<file path="config.mk">
export PLATFORM = sky130hd
export DESIGN_NAME = srff_cmd_driver
export DESIGN_NICKNAME = d
export VERILOG_FILES = /design/src/rtl/srff_pkg.sv /design/src/rtl/srff_cmd_encode.sv /design/src/rtl/srff_cmd_driver.sv
export SDC_FILE = /design/constraint.sdc
export NUM_CORES = 1
export LEC_CHECK = 0
export ABC_CLOCK_PERIOD_IN_PS = 3440
export CORE_UTILIZATION = 50
export DETAILED_ROUTE_END_ITERATION = 10
export PLACE_DENSITY = 0.85
export SETUP_SLACK_MARGIN = 0.1
export SYNTH_ARGS = -nofsm -noshare
export SYNTH_HDL_FRONTEND = slang
export SYNTH_SLANG_ARGS = --single-unit
</file>
<file path="constraint.sdc">
create_clock -name clk -period 3.44 [get_ports clk]
set_input_delay 0.344 -clock clk [delete_from_list [all_inputs] [get_ports clk]]
set_output_delay 0.344 -clock clk [all_outputs]
set_load 0.01 [all_outputs]
</file>
<file path="src/rtl/srff_pkg.sv">
// Shared definitions for the SR flop command driver:
// SR code values and FSM state encoding.
package srff_pkg;

  localparam logic [1:0] SR_HOLD    = 2'b00;
  localparam logic [1:0] SR_CLR     = 2'b01;
  localparam logic [1:0] SR_SET     = 2'b10;
  localparam logic [1:0] SR_ILLEGAL = 2'b11;

  typedef enum logic [1:0] {
    ST_INIT   = 2'd0,
    ST_IDLE   = 2'd1,
    ST_DRIVE  = 2'd2,
    ST_SETTLE = 2'd3
  } state_e;

endpackage

</file>
<file path="src/rtl/srff_cmd_encode.sv">
// Per-bit SR command generation for a masked target write.
// data_i/mask_i/shadow_i in, cmd_o (2 bits per flop) and any_o out.
module srff_cmd_encode
  import srff_pkg::*;
#(
  parameter int N = 8
) (
  input  logic [N-1:0]   data_i,
  input  logic [N-1:0]   mask_i,
  input  logic [N-1:0]   shadow_i,
  output logic [2*N-1:0] cmd_o,
  output logic           any_o
);

  always_comb begin
    cmd_o = '0;
    for (int i = 0; i < N; i++) begin
      unique case (1'b1)
        mask_i[i] & data_i[i] & ~shadow_i[i]:
          cmd_o[2*i +: 2] = SR_SET;
        mask_i[i] & ~data_i[i] & shadow_i[i]:
          cmd_o[2*i +: 2] = SR_CLR;
        default:
          cmd_o[2*i +: 2] = SR_HOLD;
      endcase
    end
    any_o = |cmd_o;
  end

endmodule

</file>
<file path="src/rtl/srff_cmd_driver.sv">
// Write-side driver for a bank of N SR flops: handshake in, SR codes out.
// Ports: clk, rst, in_* write, sr_out, shadow, busy, done, q_fb, mismatch.
// Macro SRFF_CMD_DRIVER_CHECK_EN enables the q_fb vs shadow comparator.
module srff_cmd_driver
  import srff_pkg::*;
#(
  parameter int N           = 8,
  parameter int HOLD_CYCLES = 1,
  parameter int CW          = 4
) (
  input  logic           clk,
  input  logic           rst,
  input  logic           in_valid,
  output logic           in_ready,
  input  logic [N-1:0]   in_data,
  input  logic [N-1:0]   in_mask,
  output logic [2*N-1:0] sr_out,
  output logic [N-1:0]   shadow,
  output logic           busy,
  output logic           done,
  input  logic [N-1:0]   q_fb,
  output logic           mismatch
);

  localparam logic [CW-1:0] HOLD_C = CW'(HOLD_CYCLES);

  state_e         state_q;
  logic [2*N-1:0] sr_q;
  logic [N-1:0]   shadow_q;
  logic           busy_q;
  logic           done_q;
  logic [CW-1:0]  cnt_q;
  logic [2*N-1:0] cmd;
  logic           any_chg;
  logic [N-1:0]   shadow_d;

  srff_cmd_encode #(.N(N)) u_enc (
    .data_i   (in_data),
    .mask_i   (in_mask),
    .shadow_i (shadow_q),
    .cmd_o    (cmd),
    .any_o    (any_chg)
  );

  assign shadow_d = (shadow_q & ~in_mask) | (in_data & in_mask);

  // Outputs are registered alongside the state, so they line up
  // with the state the FSM is in during each cycle.
  always_ff @(posedge clk) begin
    if (rst) begin
      state_q  <= ST_INIT;
      sr_q     <= '0;
      shadow_q <= '0;
      busy_q   <= 1'b1;
      done_q   <= 1'b0;
      cnt_q    <= '0;
    end else begin
      done_q <= 1'b0;
      unique case (state_q)
        ST_INIT: begin
          // cnt 1..HOLD marks the cycles that show the clear code
          if (cnt_q == HOLD_C) begin
            state_q <= ST_SETTLE;
            sr_q    <= '0;
            cnt_q   <= '0;
          end else begin
            sr_q  <= {N{SR_CLR}};
            cnt_q <= cnt_q + 1'b1;
          end
        end
        ST_IDLE: begin
          if (in_valid) begin
            shadow_q <= shadow_d;
            if (any_chg) begin
              state_q <= ST_DRIVE;
              sr_q    <= cmd;
              cnt_q   <= CW'(1);
              busy_q  <= 1'b1;
            end else begin
              done_q <= 1'b1;
            end
          end
        end
        ST_DRIVE: begin
          if (cnt_q == HOLD_C) begin
            state_q <= ST_SETTLE;
            sr_q    <= '0;
            cnt_q   <= '0;
          end else begin
            cnt_q <= cnt_q + 1'b1;
          end
        end
        ST_SETTLE: begin
          state_q <= ST_IDLE;
          busy_q  <= 1'b0;
          done_q  <= 1'b1;
        end
        default: begin
          state_q <= ST_INIT;
          sr_q    <= '0;
          cnt_q   <= '0;
        end
      endcase
    end
  end

`ifdef SRFF_CMD_DRIVER_CHECK_EN
  logic mis_q;

  // Flops have had a full cycle of hold by SETTLE, so q_fb is stable.
  always_ff @(posedge clk) begin
    if (rst) begin
      mis_q <= 1'b0;
    end else if (state_q == ST_SETTLE && q_fb != shadow_q) begin
      mis_q <= 1'b1;
    end
  end

  assign mismatch = mis_q;
`else
  logic unused_q_fb;

  assign unused_q_fb = ^q_fb;
  assign mismatch    = 1'b0;
`endif

  assign in_ready = (state_q == ST_IDLE);
  assign sr_out   = sr_q;
  assign shadow   = shadow_q;
  assign busy     = busy_q;
  assign done     = done_q;

endmodule

</file>
### Word-level counts from Yosys, hierarchy flattened

Index checks and enable logic that the tools add are counted.
Widths: inputs -> output; s select.

| storage, ports and cells | value |
|---|---|
| register bits after elaboration | 32 |
| input port bits | 27 |

| cells by class | value |
|---|---|
| $add $sub $neg | 1 |
| equal/unequal tests | 8 |
| multiplexer cells | 27 |
| bitwise operators | 52 |
| reduce and logical (&&, ||, !) cells | 11 |

Operators with widths:

| kind | count |
|---|---|
| $mux 16 | 3 |
| $pmux 16 s3 | 1 |
| $and 1x1->1 | 32 |
| $pmux 2 s2 | 8 |
| $and 8x8->8 | 2 |
| $not 1->1 | 16 |
| $reduce_or 16->1 | 1 |
| $mux 15 | 1 |
| $mux 4 | 3 |
| $reduce_and 3->1 | 3 |
| $not 8->8 | 1 |
| $or 8x8->8 | 1 |
| $pmux 4 s2 | 1 |
| $mux 2 | 3 |
| $pmux 2 s3 | 1 |
| $add 4x1->4 const B | 1 |
| $eq 2x2->1 const B | 2 |
| $eq 4x1->1 const B | 1 |
| $mux 1 | 4 |
| $ne 2x1->1 const B | 2 |
| $ne 2x2->1 const B | 2 |
| $pmux 1 s2 | 2 |
| $reduce_and 4->1 | 1 |
| $reduce_bool 2->1 | 2 |
| 5 further kinds | 5 |

### Longest topological paths before layout

| logic depth | value |
|---|---|
| word-level depth | 8 |
| mapped depth | 9 |
| mapped depth without buffers | 7 |

### Cells and area by module

Synthesis repeated with hierarchy kept, for this count alone.

| second synthesis, totals | value |
|---|---|
| cells, all modules | 211 |
| area total of the unflattened synthesis | 1736.7 µm² |

By module, submodules not included:

| module | instances | cells each | area each (µm²) | sequential area each (µm²) |
|---|---|---|---|---|
| srff_cmd_driver | 1 | 181 | 1515.2 | 640.6 |
| srff_cmd_encode | 1 | 30 | 221.5 | 0.0 |

### Worst setup path after synthesis

OpenSTA, ideal clock, no wires.

| path | value |
|---|---|
| path type | register to register |
| start point | register (tool-made name) |
| end point | register sr_q[5] (netlist: sr_out[5]) |
| data arrival time | 2092 ps |
| required time | 3319 ps |
| slack | 1226 ps |
| stages on the path, launching flop included | 6 |
| path buffers | 0 |
| period minus slack after synthesis | 2214 ps |
| path through | dfxtp_1 and3b_1 or4_4 nor4_4 a21oi_4 mux2_4 |

RTL lines:

| element | line | text |
|---|---|---|
| end signal, assigned | srff_cmd_driver.sv:67 | `sr_q <= {N{SR_CLR}};` |
| end signal, assigned | srff_cmd_driver.sv:76 | `sr_q <= cmd;` |
| end, declared | srff_cmd_driver.sv:28 | `logic [2*N-1:0] sr_q;` |

### Worst setup path in the final report

| path | value |
|---|---|
| start point | input in_data[3] |
| end point | register sr_q[5] (netlist: sr_out[5]) |

| between the ends | value |
|---|---|
| longest elaborated chain between the ends | 7 |
| elaborated cells on any way between the ends | 9 |
| those cells by class | 1 x eq/ne; 1 x mux; 5 x bitwise; 2 x reduce/logical |

Ends and longest elaborated chain:

| element | line | text |
|---|---|---|
| start, declared | srff_cmd_driver.sv:15 | `input logic [N-1:0] in_data,` |
| $not 1->1 | srff_cmd_encode.sv:21 | `mask_i[i] & ~data_i[i] & shadow_i[i]:` |
| $and 1x1->1 (2 in a row) | srff_cmd_encode.sv:21 |  |
| $pmux 2 s2 * | srff_cmd_encode.sv:18 | `unique case (1'b1)` |
| $reduce_or 16->1 * | srff_cmd_encode.sv:27 | `any_o = \|cmd_o;` |
| $ne 2x1->1 (no line) * | -- |  |
| $reduce_and 4->1 (no line) * | -- |  |

Every way passes the cells marked *; elsewhere a longest branch is shown, timed or not.
A chain may end at the register's enable or synchronous reset.

==> results.toml <==
[sta]
min_period_over_period_pct = 74.9
sum_neg_setup_slack_ns = 0
finalHoldViolCount = 0
max_freq_mhz = 388
slew_viol_final = 0
grt_setup_unrepaired = "no"
slew_headroom_pct = 53.2
timing.final.setup_violations = 0
min_period_ns = 2.57
clock_skew_ns = 0.0139
worst_slew_pin_slew_ns = 0.693
finalHoldWorstSlack_ns = 0.465

[clock_tree]
cts-root-buf = "clkbuf_4"
cts-buffers-inserted = 5
cts_hold_repair.buffers = 0
numClockSinks = 32
cts-root-to-sink-buffers = 2
cts_htree_levels = 2
cts_tree = "built"
cts_post_setup_buffers_inserted = 0
cts_repair_resize_count = 0
path_clk_slew_ns = 0.10
worst_skew_pair.late_latency_ns = 0.34

[global_route]
grt_start_max_net_pins = 27
global_route.usage.total_pct = 23.0
grt_pass1_wl_mm = 6.44
gr-total-overflow = 0
number_of_global_route_vias_before_repair = 1438
initial_antenna_violation_count = 0

[outcome]
status = "finished clean"

[power_and_ir_drop]
power_per_cell_area_mw_per_mm2 = 649
power.share.combinational_pct = 50.1
ir_drop_mv = 0.449
pwr-share-seq_pct = 31.2
totalPowerFinal_mw = 1.53
power.switching_mw = 0.589
cell_internal_pwr_mw = 0.939
leakage_power_figure_nw = 0.916
sw_frac_of_total_pct = 38.5
clock_power_share_pct = 18.7

[synth]
synth_enable_flop_cells = 0
synth-xor-area-share_pct = 0
syn_avg_cell_area_um2 = 8.29
yosys_warnings = 0
post_synth_fa_ha_maj_area_fraction_pct = 5.56
synth.largest_area_cell = "dfxtp_1"
yosys_most_used_dff = "dfxtp_1"
yosys.cell_types.count = 42
synth_compound_gate_area_share_pct = 12.2
ys_seq_elements = 32
synth_mux_area_share_pct = 10.7
asyncSetResetFlopFracSynth_pct = 0
dominant_combinational_cell_family_by_area_after_synthesis = "simple AND/OR/NAND/NOR gates"
synth_area_leaders = "dfxtp_1, nand2_1, mux2i_1, ha_1, nand3b_1"
synth.net_count = 252
synthDominantCellAreaShare_pct = 35.6
synth_simple_gate_area_share_pct = 30.9
netlist_instances = 217
netlist_area_mm2 = 0.00180
synth_sequential_area_ratio_pct = 35.6

[route]
drt-vias-per-instance = 5.36
post-route-drc-count = 0
antenna_violating_nets_post_route = 0
post_drt_wl_per_cell_um = 13.1
detailedRoute.firstPassIterationCount = 4
detailroute.via_count = 1652
first_iteration_detailed_routing_drc_count = 95
postRouteWirelength_mm = 4.04

[worst_setup_path]
crit_path_end_kind = "register"
worstPathArrival_ns = 2.80
r2r.worst_path.cells = 5
cp-endpoint = "sr_out[5]"
critPathTopFamily = "simple AND/OR/NAND/NOR gates"
critPathRequiredTime_ns = 3.66
critical_path.max_fanout = 8
cp_slowest_stage_delay_ns = 0.59
cpMaxStageDelayCell = "or4_1"
timing.critical_path.cells = "clkdlybuf4s50_1 -> and3b_1 -> or4_1 -> nor4_4 -> a21oi_4 -> mux2_4"
timing.rr.end = "sr_out[5]"
ff2ff_setup_slack_ns = 1.00
critical_path_start = "in_data[3]"
worst-path-buf-inv = 1
critPathLaunchType = "primary input"
worst-setup-path-type = "primary input to register"
number_of_logic_stages_on_the_critical_path_including_buffering = 6

[die]
floorplan.die.width_um = 62.0
initial_core_util_pct = 53.1
fp.coreArea_mm2 = 0.00339
top_ports = 55
placement_rows = 21
die_area_mm2 = 0.00384
die_height_um = 62.0

[cells_and_area]
area_growth_syn_to_layout_pct = 30.8
drive_gt1_share_pct = 8.78
register_area_um2 = 641
filler_cell_count = 280
nets = 296
insertedDiodeCount = 0
post-route-util_pct = 69.4
multiInputGateArea_mm2 = 0.00107

[place]
io_buffers = 45
gp_congestion = 0.942
place_hpwl_mm = 3.04

[worst_hold_path]
min-delay-path-class = "register to register"

[flow_run]
timing.max_cap.violations = 0
## cell usage in the layout, fill, tap and decap left out, types with 8 or more instances in the layout
cell,n
nand2_1,48
clkdlybuf4s50_1,45
dfxtp_1,32
mux2i_1,14
nand3b_1,10
o21ai_0,10
nand3_1,10
inv_1,9
nor2_1,9
a21oi_1,9
ha_1,8
## kinds of logic (layout without fill, tap and decap cells)
| group | Yosys count | after routing |
|---|---|---|
| compound gates | 33 | 33 |
| fa+ha+maj | 8 | 8 |
| buf+inv | 20 | 65 |
| flops | 32 | 32 |
| mux | 18 | 18 |
| other cells | 1 | 1 |
| simple gates | 105 | 105 |
## synthesized netlist by cell type, types with 2 or more instances
cell and count:
mux2_2 2, nand3b_1 10, nand3_1 10, and3b_1 7
inv_1 9, o41ai_1 2, nor3_1 5, o21ai_0 10
mux2_4 2, and3b_2 2, nand4_1 3, o22ai_1 2
clkbuf_1 8, nor2_1 9, mux2i_1 14, ha_1 8
a21oi_1 9, nand2_1 48, dfxtp_1 32, and2_1 2
nor2b_1 2
## through the flow
stage / worst slack (ns) / cell area (um^2) / cells
finish: 0.865 / 2350 / 308
global route: 0.817 / 2350 / 308
CTS: 0.927 / 2350 / 308
detailed placement: 0.575 / 2270 / 300
global placement: 0.626 / 2270 / 300
floorplan: 1.23 / 1800 / 217
## worst min-delay path by stage
stage	startpoint	to	slack [ns]	cells past startpoint
5_1_grt	sr_out[9]	sr_out[9]	0.48	2
6_report	sr_out[0]	sr_out[0]	0.46	2
2_1_floorplan	cnt_q[3]	cnt_q[3]	0.46	2
3_5_place_dp	sr_out[6]	sr_out[6]	0.45	2
4_1_cts	sr_out[6]	sr_out[6]	0.47	2
3_3_place_gp	sr_out[4]	sr_out[4]	0.44	2
## final cells by class
cell class,count,area share [%]
clock buffers,5,1.59
flip-flops and latches,32,27.2
inverters,10,1.59
clock inverters,3,1.81
repair buffers,47,19.8
multi-input cells,165,45.6
well taps,46,2.45
## per-layer routing
metal	part of all wire, %	vias up	track usage [%]	wire, um
li1	-	841	-	-
met1	47	753	29.5	1920
met2	47	54	38.1	1910
met3	4.8	4	5.59	195
met4	0.57	0	6.98	23
met5	0	-	0	0
## worst reg2reg max path, stage by stage, from the launching register on
cell and delay [ns]:
dfxtp_1 0.42, and3b_1 0.21, or4_4 0.54, nor4_4 0.58
a21oi_4 0.23, mux2_4 0.34
## power by group through the flow
stage	sequential (mW)	clock, mW	combinational (mW)
global route	0.488	0.313	0.855
finish	0.476	0.286	0.766
global placement	0.481	0	0.749
CTS	0.476	0.291	0.764
floorplan	0.496	0	0.563
detailed placement	0.485	0	0.761
Note: power is estimated with default switching activity, not from simulation.
==> RTL edit: new RTL, same settings <==
Change the parameter `HOLD_CYCLES` from 1 to 0.
--- a/src/rtl/srff_cmd_driver.sv
+++ b/src/rtl/srff_cmd_driver.sv
@@ -5,7 +5,7 @@
   import srff_pkg::*;
 #(
   parameter int N           = 8,
-  parameter int HOLD_CYCLES = 1,
+  parameter int HOLD_CYCLES = 0,
   parameter int CW          = 4
 ) (
   input  logic           clk,
Function: changed (a bounded check fails within 4 cycles, from zero or initial values and one cycle with rst high).
==> RTL edit against the unedited design <==
Die area rose by 3.0%. Wire length increased by 13%. Power increased by 9.8%. Synthesized cell count rose by 1.8%. Critical path depth increased by 2. Synthesized area up 3.1%. Global-route usage increased by 1.5 points. Worst setup slack improved by 0.29 ns. Sequential cell count unchanged. Clock power grew 23%. Final area grew 2.2%. Register-to-register slack improved by 0.16 ns. Largest cell class unchanged. Largest power group unchanged.
==> RTL edit: results (changes against the unedited design) <==
[status]
status = finished, final reports clean

[synthesis]
yosys-top-cells-count = 32 x dfxtp_1, 29 x nand2_1, 14 x inv_1
ys_types = 41  ; -2.4%
synthTopCellsByArea = dfxtp_1 35%, nand2_1 5.9%, ha_1 5.4%
synth_cells = 221  ; +1.8%

[critical_path]
endpoint = sr_out[14]$_SDFFE_PP0P_
worstPathMaxFanout = 24  ; +16
reg2reg_depth = 8  ; +3
path_delay_family = compound AO/OA/AOI/OAI gates
arrival_ns = 2.46  ; -0.34 ns

[hold_path]
hold_path_end = sr_out[9]$_SDFFE_PP0P_
hp-start = sr_out[9]$_SDFFE_PP0P_

[timing]
fin_hold_ws_ns = 0.4587  ; -0.006181 ns
clock_skew_ns = 0.006565  ; -0.007366 ns
worst_pin_slew_ns = 0.6897  ; -0.003268 ns
fin_ws_ns = 1.157  ; +0.2920 ns

[layout]
fill_cells = 281  ; +0.36%

[power_and_ir_drop]
intPower_mw = 1.003  ; +6.8%
ir_drop_uv = 463.5  ; +3.2%
clock_power_share_pct = 21.0  ; +2.3 points
p_leak_nw = 0.9533  ; +4.1%

[detailed_routing]
drt_first_pass_iters = 5  ; +1
drt-total-wl_um = 4583  ; +13%
vias = 1810  ; +9.6%
drtIter0Drc = 134  ; +41%

[global_routing]
grt_use_met2_pct = 37.37  ; -0.78 points
gr-usage-met1_pct = 32.66  ; +3.2 points
grt_pass1_vias = 1595  ; +11%
grt_pass1_wl_um = 7645  ; +19%
grt_use_met3_pct = 6.569  ; +0.98 points
grt_util_all_layers_pct = 24.54  ; +1.5 points

[placed_design]
placed_cell_area_um2 = 2297  ; +1.0%

[RTL edit: changes by cell type after synthesis, sizes merged, moves of 9 or more]
cell and change:
o2111ai +10, nand2 -17, and3b -9, mux2i -14, nand3b -10
[RTL edit: logic make-up after synthesis]
| family | after synthesis | synth area share, % |
|---|---|---|
| simple gates | 82 | 22.13 |
| fa+ha+maj | 8 | 5.398 |
| buf+inv | 29 | 7.557 |
| other cells | 1 | 0.2022 |
| compound gates | 59 | 25.17 |
| mux | 2 | 1.214 |
| flops | 32 | 34.55 |
| xor+xnor | 8 | 3.779 |
[RTL edit: final cells by class]
class                   count  area share [%]
flip-flops and latches     32           26.64
clock inverters             2           1.457
multi-input cells         160           44.64
well taps                  46           2.393
clock buffers               6           3.018
inverters                  14           2.185
repair buffers             48           19.67
[RTL edit: layer usage]
layer	wire length (um)	vias up
met2	2051	74
met3	325	9
met4	73	0
li1	-	893
met1	2132	834
met5	0	-
